<file path="config.mk">
export PLATFORM = sky130hd
export DESIGN_NAME = vga_scan_ctrl
export DESIGN_NICKNAME = d
export VERILOG_FILES = /design/src/rtl/vga_scan_ctrl.sv
export SDC_FILE = /design/constraint.sdc
export NUM_CORES = 1
export LEC_CHECK = 0
export BUFFER_PORTS_ARGS = -buffer_cell sky130_fd_sc_hd__buf_2
export CAP_MARGIN = 20
export CORE_AREA = 2 2 338 340
export CTS_CLUSTER_SIZE = 8
export DETAILED_ROUTE_END_ITERATION = 10
export DIE_AREA = 0 0 340 342
export PLACE_DENSITY = 0.4
export SLEW_MARGIN = 20
export SYNTH_ARGS = -nofsm -noshare
export SYNTH_HDL_FRONTEND = slang
export SYNTH_SLANG_ARGS = --single-unit
</file>
<file path="constraint.sdc">
create_clock -name CLK_100MHz -period 5.3 [get_ports CLK_100MHz]
set_input_delay 0 -clock CLK_100MHz [delete_from_list [all_inputs] [get_ports CLK_100MHz]]
set_output_delay 0 -clock CLK_100MHz [all_outputs]
set_load 0.005 [all_outputs]
</file>
<file path="src/rtl/vga_scan_ctrl.sv">
// VGA scan sequencer for VGA_Printer: pixel tick, h/v timing, pixel address, RGB/sync alignment, per-frame game snapshot.
// Optional colour bars: define VGA_TEST_PATTERN_EN (adds the test_mode input).
module vga_scan_ctrl #(
  parameter int CLK_DIV  = 4,
  parameter int H_ACTIVE = 640,
  parameter int H_FP     = 16,
  parameter int H_SYNC   = 96,
  parameter int H_BP     = 48,
  parameter int V_ACTIVE = 480,
  parameter int V_FP     = 10,
  parameter int V_SYNC   = 2,
  parameter int V_BP     = 33
) (
  input  logic         CLK_100MHz,
  input  logic         RST,
`ifdef VGA_TEST_PATTERN_EN
  input  logic         test_mode,
`endif
  input  logic [3:0]   game_state,
  input  logic [323:0] game_map,
  input  logic [7:0]   game_select,
  input  logic [80:0]  game_ro,
  output logic [18:0]  pix_addr,
  output logic [3:0]   state,
  output logic [323:0] cur_map,
  output logic [7:0]   cur_select,
  output logic [80:0]  read_only,
  input  logic [3:0]   pix_R_in,
  input  logic [3:0]   pix_G_in,
  input  logic [3:0]   pix_B_in,
  output logic [3:0]   vga_R,
  output logic [3:0]   vga_G,
  output logic [3:0]   vga_B,
  output logic         vga_hs,
  output logic         vga_vs,
  output logic         frame_start
);

  localparam int H_TOTAL = H_ACTIVE + H_FP + H_SYNC + H_BP;
  localparam int V_TOTAL = V_ACTIVE + V_FP + V_SYNC + V_BP;
  localparam int HW = $clog2(H_TOTAL);
  localparam int VW = $clog2(V_TOTAL);
  localparam int DW = $clog2(CLK_DIV);

  localparam logic [DW-1:0] DIV_LAST = DW'(CLK_DIV - 1);
  localparam logic [HW-1:0] H_LAST   = HW'(H_TOTAL - 1);
  localparam logic [HW-1:0] H_ACT    = HW'(H_ACTIVE);
  localparam logic [HW-1:0] HS_BEG   = HW'(H_ACTIVE + H_FP);
  localparam logic [HW-1:0] HS_END   = HW'(H_ACTIVE + H_FP + H_SYNC);
  localparam logic [VW-1:0] V_LAST   = VW'(V_TOTAL - 1);
  localparam logic [VW-1:0] V_ACT    = VW'(V_ACTIVE);
  localparam logic [VW-1:0] VS_BEG   = VW'(V_ACTIVE + V_FP);
  localparam logic [VW-1:0] VS_END   = VW'(V_ACTIVE + V_FP + V_SYNC);

  logic [DW-1:0] div_reg;
  logic [HW-1:0] h_reg, h_next;
  logic [VW-1:0] v_reg, v_next;
  logic          tick, active_next, hs_next, vs_next, snap_fire;
  logic [18:0]   addr_next;
  logic          active0_reg, hs0_reg, vs0_reg;
  logic [3:0]    r_sel, g_sel, b_sel;

  assign tick = (div_reg == DIV_LAST);

  always_comb begin
    h_next = h_reg + 1'b1;
    v_next = v_reg;
    if (h_reg == H_LAST) begin
      h_next = '0;
      v_next = (v_reg == V_LAST) ? '0 : v_reg + 1'b1;
    end
  end

  // Stage 0 is computed from the position the counters are about to take.
  assign active_next = (h_next < H_ACT) && (v_next < V_ACT);
  assign addr_next   = active_next ? (19'(v_next) * 19'(H_ACTIVE) + 19'(h_next)) : '0;
  assign hs_next     = !((h_next >= HS_BEG) && (h_next < HS_END));
  assign vs_next     = !((v_next >= VS_BEG) && (v_next < VS_END));
  assign snap_fire   = tick && (h_next == '0) && (v_next == V_ACT);

`ifdef VGA_TEST_PATTERN_EN
  logic [15:0] h_wide;
  logic [2:0]  bar0_reg;

  assign h_wide = 16'(h_next);

  always_ff @(posedge CLK_100MHz) begin
    if (RST)       bar0_reg <= '0;
    else if (tick) bar0_reg <= h_wide[8:6];
  end

  always_comb begin
    r_sel = pix_R_in;
    g_sel = pix_G_in;
    b_sel = pix_B_in;
    if (test_mode) begin
      r_sel = {4{bar0_reg[2]}};
      g_sel = {4{bar0_reg[1]}};
      b_sel = {4{bar0_reg[0]}};
    end
  end
`else
  assign r_sel = pix_R_in;
  assign g_sel = pix_G_in;
  assign b_sel = pix_B_in;
`endif

  always_ff @(posedge CLK_100MHz) begin
    if (RST) begin
      div_reg     <= '0;
      h_reg       <= '0;
      v_reg       <= '0;
      pix_addr    <= '0;
      active0_reg <= 1'b0;
      hs0_reg     <= 1'b1;
      vs0_reg     <= 1'b1;
      vga_R       <= '0;
      vga_G       <= '0;
      vga_B       <= '0;
      vga_hs      <= 1'b1;
      vga_vs      <= 1'b1;
      frame_start <= 1'b0;
      state       <= '0;
      cur_map     <= '0;
      cur_select  <= '0;
      read_only   <= '0;
    end else begin
      div_reg     <= tick ? '0 : div_reg + 1'b1;
      frame_start <= snap_fire;
      if (tick) begin
        h_reg       <= h_next;
        v_reg       <= v_next;
        pix_addr    <= addr_next;
        active0_reg <= active_next;
        hs0_reg     <= hs_next;
        vs0_reg     <= vs_next;
        // Printer reply for the address held during the pixel period just ending.
        vga_R       <= active0_reg ? r_sel : '0;
        vga_G       <= active0_reg ? g_sel : '0;
        vga_B       <= active0_reg ? b_sel : '0;
        vga_hs      <= hs0_reg;
        vga_vs      <= vs0_reg;
      end
      if (snap_fire) begin
        state      <= game_state;
        cur_map    <= game_map;
        cur_select <= game_select;
        read_only  <= game_ro;
      end
    end
  end

endmodule

</file>
==> results of run 1 <==
## worst register-to-register path, cell delays in order (launching register included)
cell      delay (ns)
dfxtp_1         0.42
ha_1            0.32
and4_1          0.42
nand3_2         0.28
a21o_1          0.24
a21oi_1         0.37
inv_1           0.14
ha_1            0.30
ha_1            0.23
fa_1            0.42
a211oi_1        0.26
o21ai_0         0.12
a21oi_1         0.23
o21bai_1        0.08
a21oi_1         0.18
xor3_1          0.32
a22o_1          0.20
## power by group through the flow
stage                     clock, mW  combinational [mW]  sequential (mW)
after floorplan                   0               0.252             3.67
after detailed placement          0               0.488             3.67
after global routing           4.45               0.812             3.59
after CTS                      4.33               0.759             3.60
final                          4.15               0.757             3.60
after global placement            0               0.488             3.67
## how the worst max path moves through the flow
stage | slack (ns) | endpoint | from
after floorplan | 1.27 | pix_addr[18] | h_reg[1]
after global placement | 0.71 | pix_addr[18] | h_reg[0]
after detailed placement | 0.65 | pix_addr[18] | h_reg[0]
after CTS | 0.62 | pix_addr[18] | h_reg[0]
after global routing | 0.19 | pix_addr[18] | h_reg[0]
final | 0.65 | pix_addr[18] | h_reg[0]
## cell usage after synthesis (5+ instances only)
cell and instances:
a21oi_1 11, nor2_1 33, clkbuf_2 10, nand2b_1 419, nand2_1 17, nor3_1 10
a22o_1 30, clkbuf_1 154, nand4_1 8, nand4b_1 418, o21ai_2 200, xor2_1 22
buf_8 20, mux2i_1 6, buf_2 54, a21o_1 8, and3_1 6, nor4_1 5
buf_1 5, buf_4 9, inv_1 10, dfxtp_1 476, o21ai_0 223, xnor2_1 12
nor2b_1 5, nand3_1 11, ha_1 23
## layer usage
metal  vias up  routed length (um)  global-route usage, %  part of all wire (%)
li1      10500                   -                      -                     -
met1     10100               37800                   17.6                    42
met2       667               43800                   24.7                    48
met3       133                5890                   3.98                   6.5
met4         0                2960                   6.05                   3.3
met5         -                   0                      0                     0
## what timing repair did
| item | in CTS | in global routing |
|---|---|---|
| setup endpoints to repair | 0 | 0 |
| resized for setup | 0 | 0 |
| hold buffers | 430 | 0 |
| hold endpoints to repair | 435 | 0 |
## cell type report
class	instances	area (sq um)	share of cell area [%]
multi-input combinational	1523	11100	33.0
sequential	476	9530	28.2
timing repair buffer	1353	9230	27.3
tap	1512	1890	5.61
clock buffer	80	1850	5.49
clock inverter	6	57.6	0.171
inverter	10	37.5	0.111
antenna	4	10.0	0.0297
## through the flow
step / cell area, sq um / cells / hold WS (ns) / setup slack, ns
after floorplan: 22000 / 2265 / 0.126 / 1.27
after global placement: 27500 / 4444 / 0.209 / 0.712
after detailed placement: 27500 / 4444 / 0.215 / 0.649
after CTS: 33700 / 4960 / 0.0649 / 0.617
after global routing: 33700 / 4964 / 0.100 / 0.190
final: 33700 / 4964 / 0.130 / 0.650
## cells by family after synthesis
logic type      after synthesis  synth area share, %
fa+ha+maj                    25                 1.49
buf+inv                     266                 6.28
xor+xnor                     35                 1.46
simple gates                954                 31.4
compound gates              503                 15.9
mux                           6                0.272
flops                       476                 43.2
==> flow_metrics.py, run 1 <==
metrics = {
    "synth": {
        "synthTopCellsByArea": "dfxtp_1 (43%), nand4b_1 (17%), nand2b_1 (12%), o21ai_2 (7.9%), o21ai_0 (5.1%)",
        "ys_types": 63,
        "netlist_area_sq_um": 22000,
        "async_flop_share_pct": 0,
        "yosysWarnings": 0,
        "ys.flop_type": "dfxtp_1",
        "yosys.area.top_type": "dfxtp_1",
        "syn-num-nets": 2721,
        "ys_seq_area_share_pct": 43.2,
        "syn_area_per_cell_sq_um": 9.73,
        "synthCells": 2265,
        "synth-seq-cells": 476,
        "synth_edf_count": 0,
        "synth.top_cell.area_share_pct": 43.2,
    },
    "clock_network": {
        "clk_path_buf_depth": 3,
        "cts_inserted_buffers": 71,
        "cts-htree-levels": 3,
        "clock-sinks": 476,
        "clock_latency_ns": 0.62,
        "post-cts-setup-buffer-count": 0,
        "cts_tree": "built",
        "ctsRootBufferMaster": "clkbuf_16",
        "clk_pin_slew_ns": 0.05,
    },
    "critical_path": {
        "end_kind": "flip-flop",
        "rr_startpoint": "h_reg[0]",
        "path_depth": 16,
        "crit_fanout": 11,
        "cp_cell_sequence": "ha_1 -> and4_1 -> nand3_2 -> a21o_1 -> a21oi_1 -> inv_1 -> ha_1 -> ha_1 -> fa_1 -> a211oi_1 -> o21ai_0 -> a21oi_1 -> o21bai_1 -> a21oi_1 -> xor3_1 -> a22o_1",
        "worstReg2RegEnd": "pix_addr[18]",
        "max_stage_delay_ns": 0.42,
        "worst_r2r_path_depth": 16,
        "crit_family": "compound AO/OA/AOI/OAI gates",
        "critPathKind": "flip-flop to flip-flop",
        "slowest_stage": "dfxtp_1",
        "critical_path_required_ns": 5.80,
        "rrSetupSlack_ns": 0.65,
        "crit_buf_inv": 1,
        "worstPathArrival_ns": 5.15,
        "critPathLaunchType": "flip-flop",
    },
    "worst_hold_path": {
        "hold_depth": 3,
        "min_to": "vga_G[0]",
        "hold_start": "pix_G_in[0]",
        "hold_path_class": "primary input to flip-flop",
    },
    "floorplan": {
        "die_area_sq_um": 116000,
        "initial_utilization_pct": 19.5,
        "die_w_um": 340,
        "core_area_sq_um": 113000,
        "pin_count": 882,
        "row_count": 124,
        "die_h_um": 342,
    },
    "timing": {
        "maxSlewViolCount": 0,
        "max_freq_mhz": 215,
        "rsz0062_at_grt": "false",
        "finalCritPeriodShare_pct": 87.7,
        "fin_skew_ns": 0.0271,
        "fin_setup_tns_ns": 0,
        "relSlewSlack_pct": 22.2,
        "hold_viol_final": 0,
        "finalCriticalPeriod_ns": 4.65,
        "report.final.setup_viol": 0,
        "worst_pin_slew_ns": 1.17,
    },
    "pwr": {
        "finalPower_mw": 8.51,
        "netSwitchingPower_mw": 2.03,
        "seq_power_share_pct": 42.3,
        "peakVddDrop_v": 0.000197,
        "clkPwrFrac_pct": 48.8,
        "p_leak_nw": 14.0,
        "p_comb_share_pct": 8.9,
        "p_int_mw": 6.48,
        "powerDensity_nw_per_um2": 252,
        "netSwitchingFraction_pct": 23.9,
    },
    "place": {
        "io_buffers": 881,
        "gp_congestion": 0.776,
        "dp.final_hpwl_mm": 62.0,
    },
    "job": {
        "cap_violations": 0,
    },
    "routing": {
        "drt_pass1_iterations": 5,
        "remaining_drc_errors": 0,
        "avgRoutedWirePerCell_um": 18.2,
        "first_iter_violations": 988,
        "routed_via_density": 4.32,
        "num_vias": 21500,
        "finalWirelength_mm": 90.4,
        "final_antenna_net_count": 0,
    },
    "layout": {
        "final_common_cell": "buf_2",
        "drive_gt1_share_pct": 35.3,
        "area_growth_pct": 53.1,
        "nets": 3891,
        "finish.utilization_pct": 29.8,
        "reg_top3": "cur_map (324), read_only (81), pix_addr (19)",
        "largest_reg_flops": 324,
        "top_register": "cur_map",
        "fillers": 12100,
        "final_cell_mix": "buf_2 (880), dfxtp_1 (476), dlygate4sd3_1 (430), nand2b_1 (419), nand4b_1 (418)",
    },
    "grt": {
        "antenna_found_initial": 5,
        "grt_util_all_layers_pct": 14.7,
        "grt_pass1_vias": 21600,
        "grt-ovfl-total": 0,
        "grt_pass1_wl_mm": 134,
        "grt_max_degree": 270,
    },
    "status": {
        "status": "completed",
    },
}
Note: power is estimated with default switching activity, not from simulation.
==> run 2, diff against run 1 <==
CORE_AREA = 2 2 344 346   (was 2 2 338 340)
DIE_AREA = 0 0 346 348   (was 0 0 340 342)
PLACE_DENSITY = 0.39   (was 0.4)
==> run 2 against run 1 <==
Effect of this change: routed wire length grew 2.4%; largest power group unchanged; fmax shrank 4.1%; clock-buffer cell count grew 2; die area grew 3.6%; global-route usage is essentially flat.
==> flow_metrics.py, run 2 (synthesis gave the netlist of run 1 again) <==
metrics = {
    "status": {
        "status": "completed",
    },
    "timing": {
        "finalCritPeriodShare_pct": 91.5,
        "relSlewSlack_pct": 30.7,
        "fin_ws_ns": 0.452,
        "fin_setup_tns_ns": 0,
        "report.final.setup_viol": 0,
        "rsz0062_at_grt": "false",
        "holdWs_ns": 0.112,
        "fin_skew_ns": 0.0266,
        "maxSlewViolCount": 0,
        "max_freq_mhz": 206,
        "finalCriticalPeriod_ns": 4.85,
        "hold_viol_final": 0,
        "worst_pin_slew_ns": 1.04,
    },
    "critical_path": {
        "crit_fanout": 147,
        "worstPathArrival_ns": 5.40,
        "end_kind": "flip-flop",
        "critical_path_required_ns": 5.85,
        "path_common_cell": "dlygate4sd3_1",
        "slowest_stage": "dlygate4sd3_1",
        "max_stage_delay_ns": 0.62,
        "rr_startpoint": "h_reg[0]",
        "critPathLaunchType": "flip-flop",
        "startpoint": "h_reg[0]",
        "cp_cell_sequence": "ha_1 -> and4_1 -> nand3_2 -> a2bb2oi_2 -> inv_1 -> nor3_1 -> and4_4 -> buf_12 -> nand4b_1 -> dlygate4sd3_1 -> o21ai_0 -> dlygate4sd3_1",
        "critPathKind": "flip-flop to flip-flop",
    },
    "pwr": {
        "peakVddDrop_v": 0.000225,
        "finalPower_mw": 8.80,
        "p_leak_nw": 14.5,
        "powerDensity_nw_per_um2": 253,
    },
    "clock_network": {
        "clock-sinks": 476,
        "clk_pin_slew_ns": 0.05,
        "holdBufCountCts": 508,
        "post-cts-setup-buffer-count": 0,
        "cts-htree-levels": 3,
        "cts_resized": 0,
        "clk_path_buf_depth": 3,
        "cts_inserted_buffers": 72,
        "clock_latency_ns": 0.63,
        "cts_tree": "built",
        "ctsRootBufferMaster": "clkbuf_16",
    },
    "routing": {
        "first_iter_violations": 1284,
        "num_vias": 21900,
        "routed_via_density": 4.32,
        "final_antenna_net_count": 0,
        "drt_pass1_iterations": 6,
        "remaining_drc_errors": 0,
        "finalWirelength_mm": 92.6,
        "avgRoutedWirePerCell_um": 18.3,
    },
    "layout": {
        "seq_area_sq_um": 9530,
        "final_cell_mix": "buf_2 (880), dlygate4sd3_1 (508), dfxtp_1 (476), nand2b_1 (419), nand4b_1 (418)",
        "largest_reg_flops": 324,
        "multi_input_area_sq_um": 11100,
        "top_register": "cur_map",
        "final_common_cell": "buf_2",
        "drive_gt1_share_pct": 34.6,
        "reg_top3": "cur_map (324), read_only (81), pix_addr (19)",
        "area_growth_pct": 57.6,
        "nets": 3969,
        "fillers": 12600,
    },
    "worst_hold_path": {
        "hold_start": "pix_B_in[3]",
        "hold_path_class": "primary input to flip-flop",
    },
    "floorplan": {
        "core_area_sq_um": 117000,
        "pin_count": 882,
        "row_count": 126,
        "die_w_um": 346,
        "die_area_sq_um": 120000,
        "die_h_um": 348,
        "initial_utilization_pct": 18.8,
    },
    "place": {
        "dp_slack_ns": 0.674,
        "gp_congestion": 0.775,
        "io_buffers": 881,
        "dp.final_hpwl_mm": 62.6,
    },
    "grt": {
        "grt_max_degree": 286,
        "grt-ovfl-total": 0,
        "grt_pass1_wl_mm": 139,
        "antenna_found_initial": 11,
        "grt_util_all_layers_pct": 14.7,
        "grt_pass1_vias": 22700,
    },
    "job": {
        "cap_violations": 0,
    },
}
## run 2: cell types whose count changed in the layout (fill, tap and decap cells not counted), moves of 2 or more
| cell | before | now |
|---|---|---|
| bufinv_16 | 0 | 3 |
| dlygate4sd3_1 | 430 | 508 |
| inv_16 | 0 | 2 |
| buf_4 | 27 | 25 |
| clkbuf_16 | 72 | 75 |
| inv_6 | 3 | 0 |
## run 2: final timing paths
kind                   to  slack [ns]  cells after the start
max          cur_map[279]        0.45                     12
min              vga_B[3]        0.11                      3
max reg2reg  cur_map[279]        0.45                     12
min reg2reg    div_reg[0]        0.43                      1
## run 2: critical path, delay by kind of cell, from the launching register on
family	cells	cell delay (ns)
buffers and inverters	4	1.76
adders and majority gates	1	0.33
DFF	1	0.42
and+or+nand+nor	5	1.56
AOI/OAI and AO/OA	2	0.37
## run 2: where the power goes
| group | internal [mW] | switching, mW | leakage [nW] | total, mW |
|---|---|---|---|---|
| Sequential | 3.59 | 0.00594 | 3.83 | 3.60 |
| Combinational | 0.448 | 0.312 | 9.60 | 0.760 |
| Clock | 2.68 | 1.76 | 1.02 | 4.44 |
| Total | 6.72 | 2.08 | 14.5 | 8.80 |
## run 2: stage by stage
| stage | cells | utilization (%) | cell area, sq um |
|---|---|---|---|
| after floorplan | 2265 | - | 22000 |
| after global placement | 4467 | 23.6 | 27600 |
| after detailed placement | 4467 | 23.6 | 27600 |
| after CTS | 5066 | 29.7 | 34700 |
| after global routing | 5069 | 29.7 | 34700 |
| final | 5070 | 29.7 | 34700 |
## run 2: routing by layer
layer  vias to the layer above  GRT usage (%)  routed length, um
met5                         -              0                 27
met4                         4           5.13               2840
met3                       141           4.50               6610
met2                       681           24.7              44300
met1                     10400           17.6              38800
li1                      10700              -                  -
## run 2: cell type report
class,instances,area share [%]
Multi-Input combinational cell,1523,32.1
Timing Repair Buffer,1430,28.8
Sequential cell,476,27.4
Tap cell,1536,5.53
Clock buffer,82,5.51
Clock inverter,9,0.504
Inverter,10,0.108
Antenna cell,4,0.0288
==> run 3, diff against run 2 <==
clock period = 5.22 ns   (was 5.3 ns; I/O delays follow)
==> run 3 against run 2 <==
Effect of this change: combinational power is 1% higher; sequential cell count unchanged; clock power decreased by 0.9%; sequential share of layout area rose by 0.44 points; sequential power up 1%; worst setup slack better by 0.15 ns; design area decreased by 1.6%; non-clock buffer count is 44 lower.
==> flow_metrics.py, run 3 (synthesis gave the netlist of run 1 again) <==
metrics = {
    "status": {
        "status": "completed",
    },
    "clock_network": {
        "post-cts-setup-buffer-count": 0,
        "clock_latency_ns": 0.63,
        "clk_pin_slew_ns": 0.05,
        "cts-htree-levels": 3,
        "cts_resized": 0,
        "clk_path_buf_depth": 3,
        "ctsRootBufferMaster": "clkbuf_16",
        "cts_tree": "built",
        "cts_inserted_buffers": 72,
        "clock-sinks": 476,
    },
    "floorplan": {
        "core_area_sq_um": 117000,
        "die_w_um": 346,
        "pin_count": 882,
        "die_area_sq_um": 120000,
        "row_count": 126,
        "die_h_um": 348,
        "initial_utilization_pct": 18.8,
    },
    "layout": {
        "area_growth_pct": 55.1,
        "finish.utilization_pct": 29.2,
        "top_register": "cur_map",
        "final_common_cell": "buf_2",
        "nets": 3925,
        "drive_gt1_share_pct": 34.9,
        "final_cell_mix": "buf_2 (880), dfxtp_1 (476), dlygate4sd3_1 (467), nand2b_1 (419), nand4b_1 (418)",
        "largest_reg_flops": 324,
        "reg_top3": "cur_map (324), read_only (81), pix_addr (19)",
    },
    "place": {
        "io_buffers": 881,
        "dp.final_hpwl_mm": 61.7,
        "dp_slack_ns": 0.669,
        "gp_congestion": 0.782,
    },
    "grt": {
        "grt-ovfl-total": 0,
        "grt_pass1_vias": 22400,
        "antenna_found_initial": 15,
        "grt_pass1_wl_mm": 139,
        "grt_util_all_layers_pct": 14.6,
        "grt_max_degree": 250,
    },
    "critical_path": {
        "end_kind": "flip-flop",
        "rrSetupSlack_ns": 0.60,
        "worstPathArrival_ns": 5.17,
        "critPathKind": "flip-flop to flip-flop",
        "startpoint": "h_reg[1]",
        "critPathLaunchType": "flip-flop",
        "critical_path_required_ns": 5.76,
        "worst_r2r_path_depth": 11,
        "crit_fanout": 105,
        "crit_end": "cur_select[4]",
        "worstReg2RegEnd": "cur_select[4]",
        "rr_startpoint": "h_reg[1]",
    },
    "pwr": {
        "powerDensity_nw_per_um2": 258,
        "finalPower_mw": 8.82,
        "p_leak_nw": 14.2,
        "peakVddDrop_v": 0.000175,
    },
    "job": {
        "cap_violations": 0,
    },
    "timing": {
        "hold_viol_final": 0,
        "relSlewSlack_pct": 33.4,
        "maxSlewViolCount": 0,
        "fin_setup_tns_ns": 0,
        "finalCritPeriodShare_pct": 88.5,
        "fin_ws_ns": 0.598,
        "max_freq_mhz": 216,
        "finalCriticalPeriod_ns": 4.62,
        "rsz0062_at_grt": "false",
        "report.final.setup_viol": 0,
        "fin_skew_ns": 0.0263,
        "worst_pin_slew_ns": 0.999,
    },
    "routing": {
        "first_iter_violations": 1209,
        "drt_pass1_iterations": 5,
        "final_antenna_net_count": 0,
        "avgRoutedWirePerCell_um": 18.4,
        "num_vias": 21800,
        "remaining_drc_errors": 0,
        "routed_via_density": 4.33,
        "finalWirelength_mm": 92.3,
    },
    "worst_hold_path": {
        "hold_depth": 3,
        "hold_path_class": "primary input to flip-flop",
    },
}
## run 3: worst min-delay path by stage
stage                     to        start  slack [ns]
finish              h_reg[7]          RST        0.07
global placement    vga_G[2]  pix_G_in[2]        0.21
floorplan           vga_B[0]  pix_B_in[0]        0.13
detailed placement  vga_B[3]  pix_B_in[3]        0.22
global route        h_reg[9]          RST        0.09
CTS                 h_reg[0]          RST        0.05
## run 3: critical path, stage by stage (launching register included)
cell           delay, ns
dfxtp_1             0.40
ha_1                0.32
and4_1              0.44
nand4_2             0.26
o31a_1              0.32
nor4_1              0.28
and4_4              0.55
buf_12              0.38
nand4b_1            0.18
dlygate4sd3_1       0.62
o21ai_2             0.05
dlygate4sd3_1       0.55
## run 3: per-stage QoR
stage          cells  hold WS [ns]  instance area, sq um
4_1_cts         5021        0.0465                 34200
3_5_place_dp    4464         0.219                 27500
5_1_grt         5027        0.0915                 34200
2_1_floorplan   2265         0.126                 22000
6_report        5027        0.0692                 34200
3_3_place_gp    4464         0.213                 27500
## run 3: power by group
group	switching [mW]	total [mW]	internal (mW)
clock	1.78	4.40	2.62
combinational	0.317	0.771	0.454
sequential	0.00605	3.65	3.65
total	2.10	8.82	6.72
## run 3: cell type report
class / instances / area, sq um
Clock buffer: 81 / 1850
Sequential cell: 476 / 9530
Inverter: 10 / 37.5
Multi-Input combinational cell: 1523 / 11100
Fill cell: 12600 / 82800
Tap cell: 1536 / 1920
Antenna cell: 6 / 15.0
Timing Repair Buffer: 1386 / 9550
Clock inverter: 9 / 143
## run 3: metal layers
metal | vias up | GRT usage, % | wire, um
met1 | 10300 | 17.6 | 39100
met2 | 709 | 24.2 | 43400
li1 | 10600 | - | -
met5 | - | 0 | 71
met4 | 12 | 5.32 | 3040
met3 | 160 | 4.69 | 6640
## run 3: repair_timing
action                     in CTS  in global routing
setup endpoints to repair       0                  0
hold buffers                  467                  0
hold endpoints to repair      429                  0
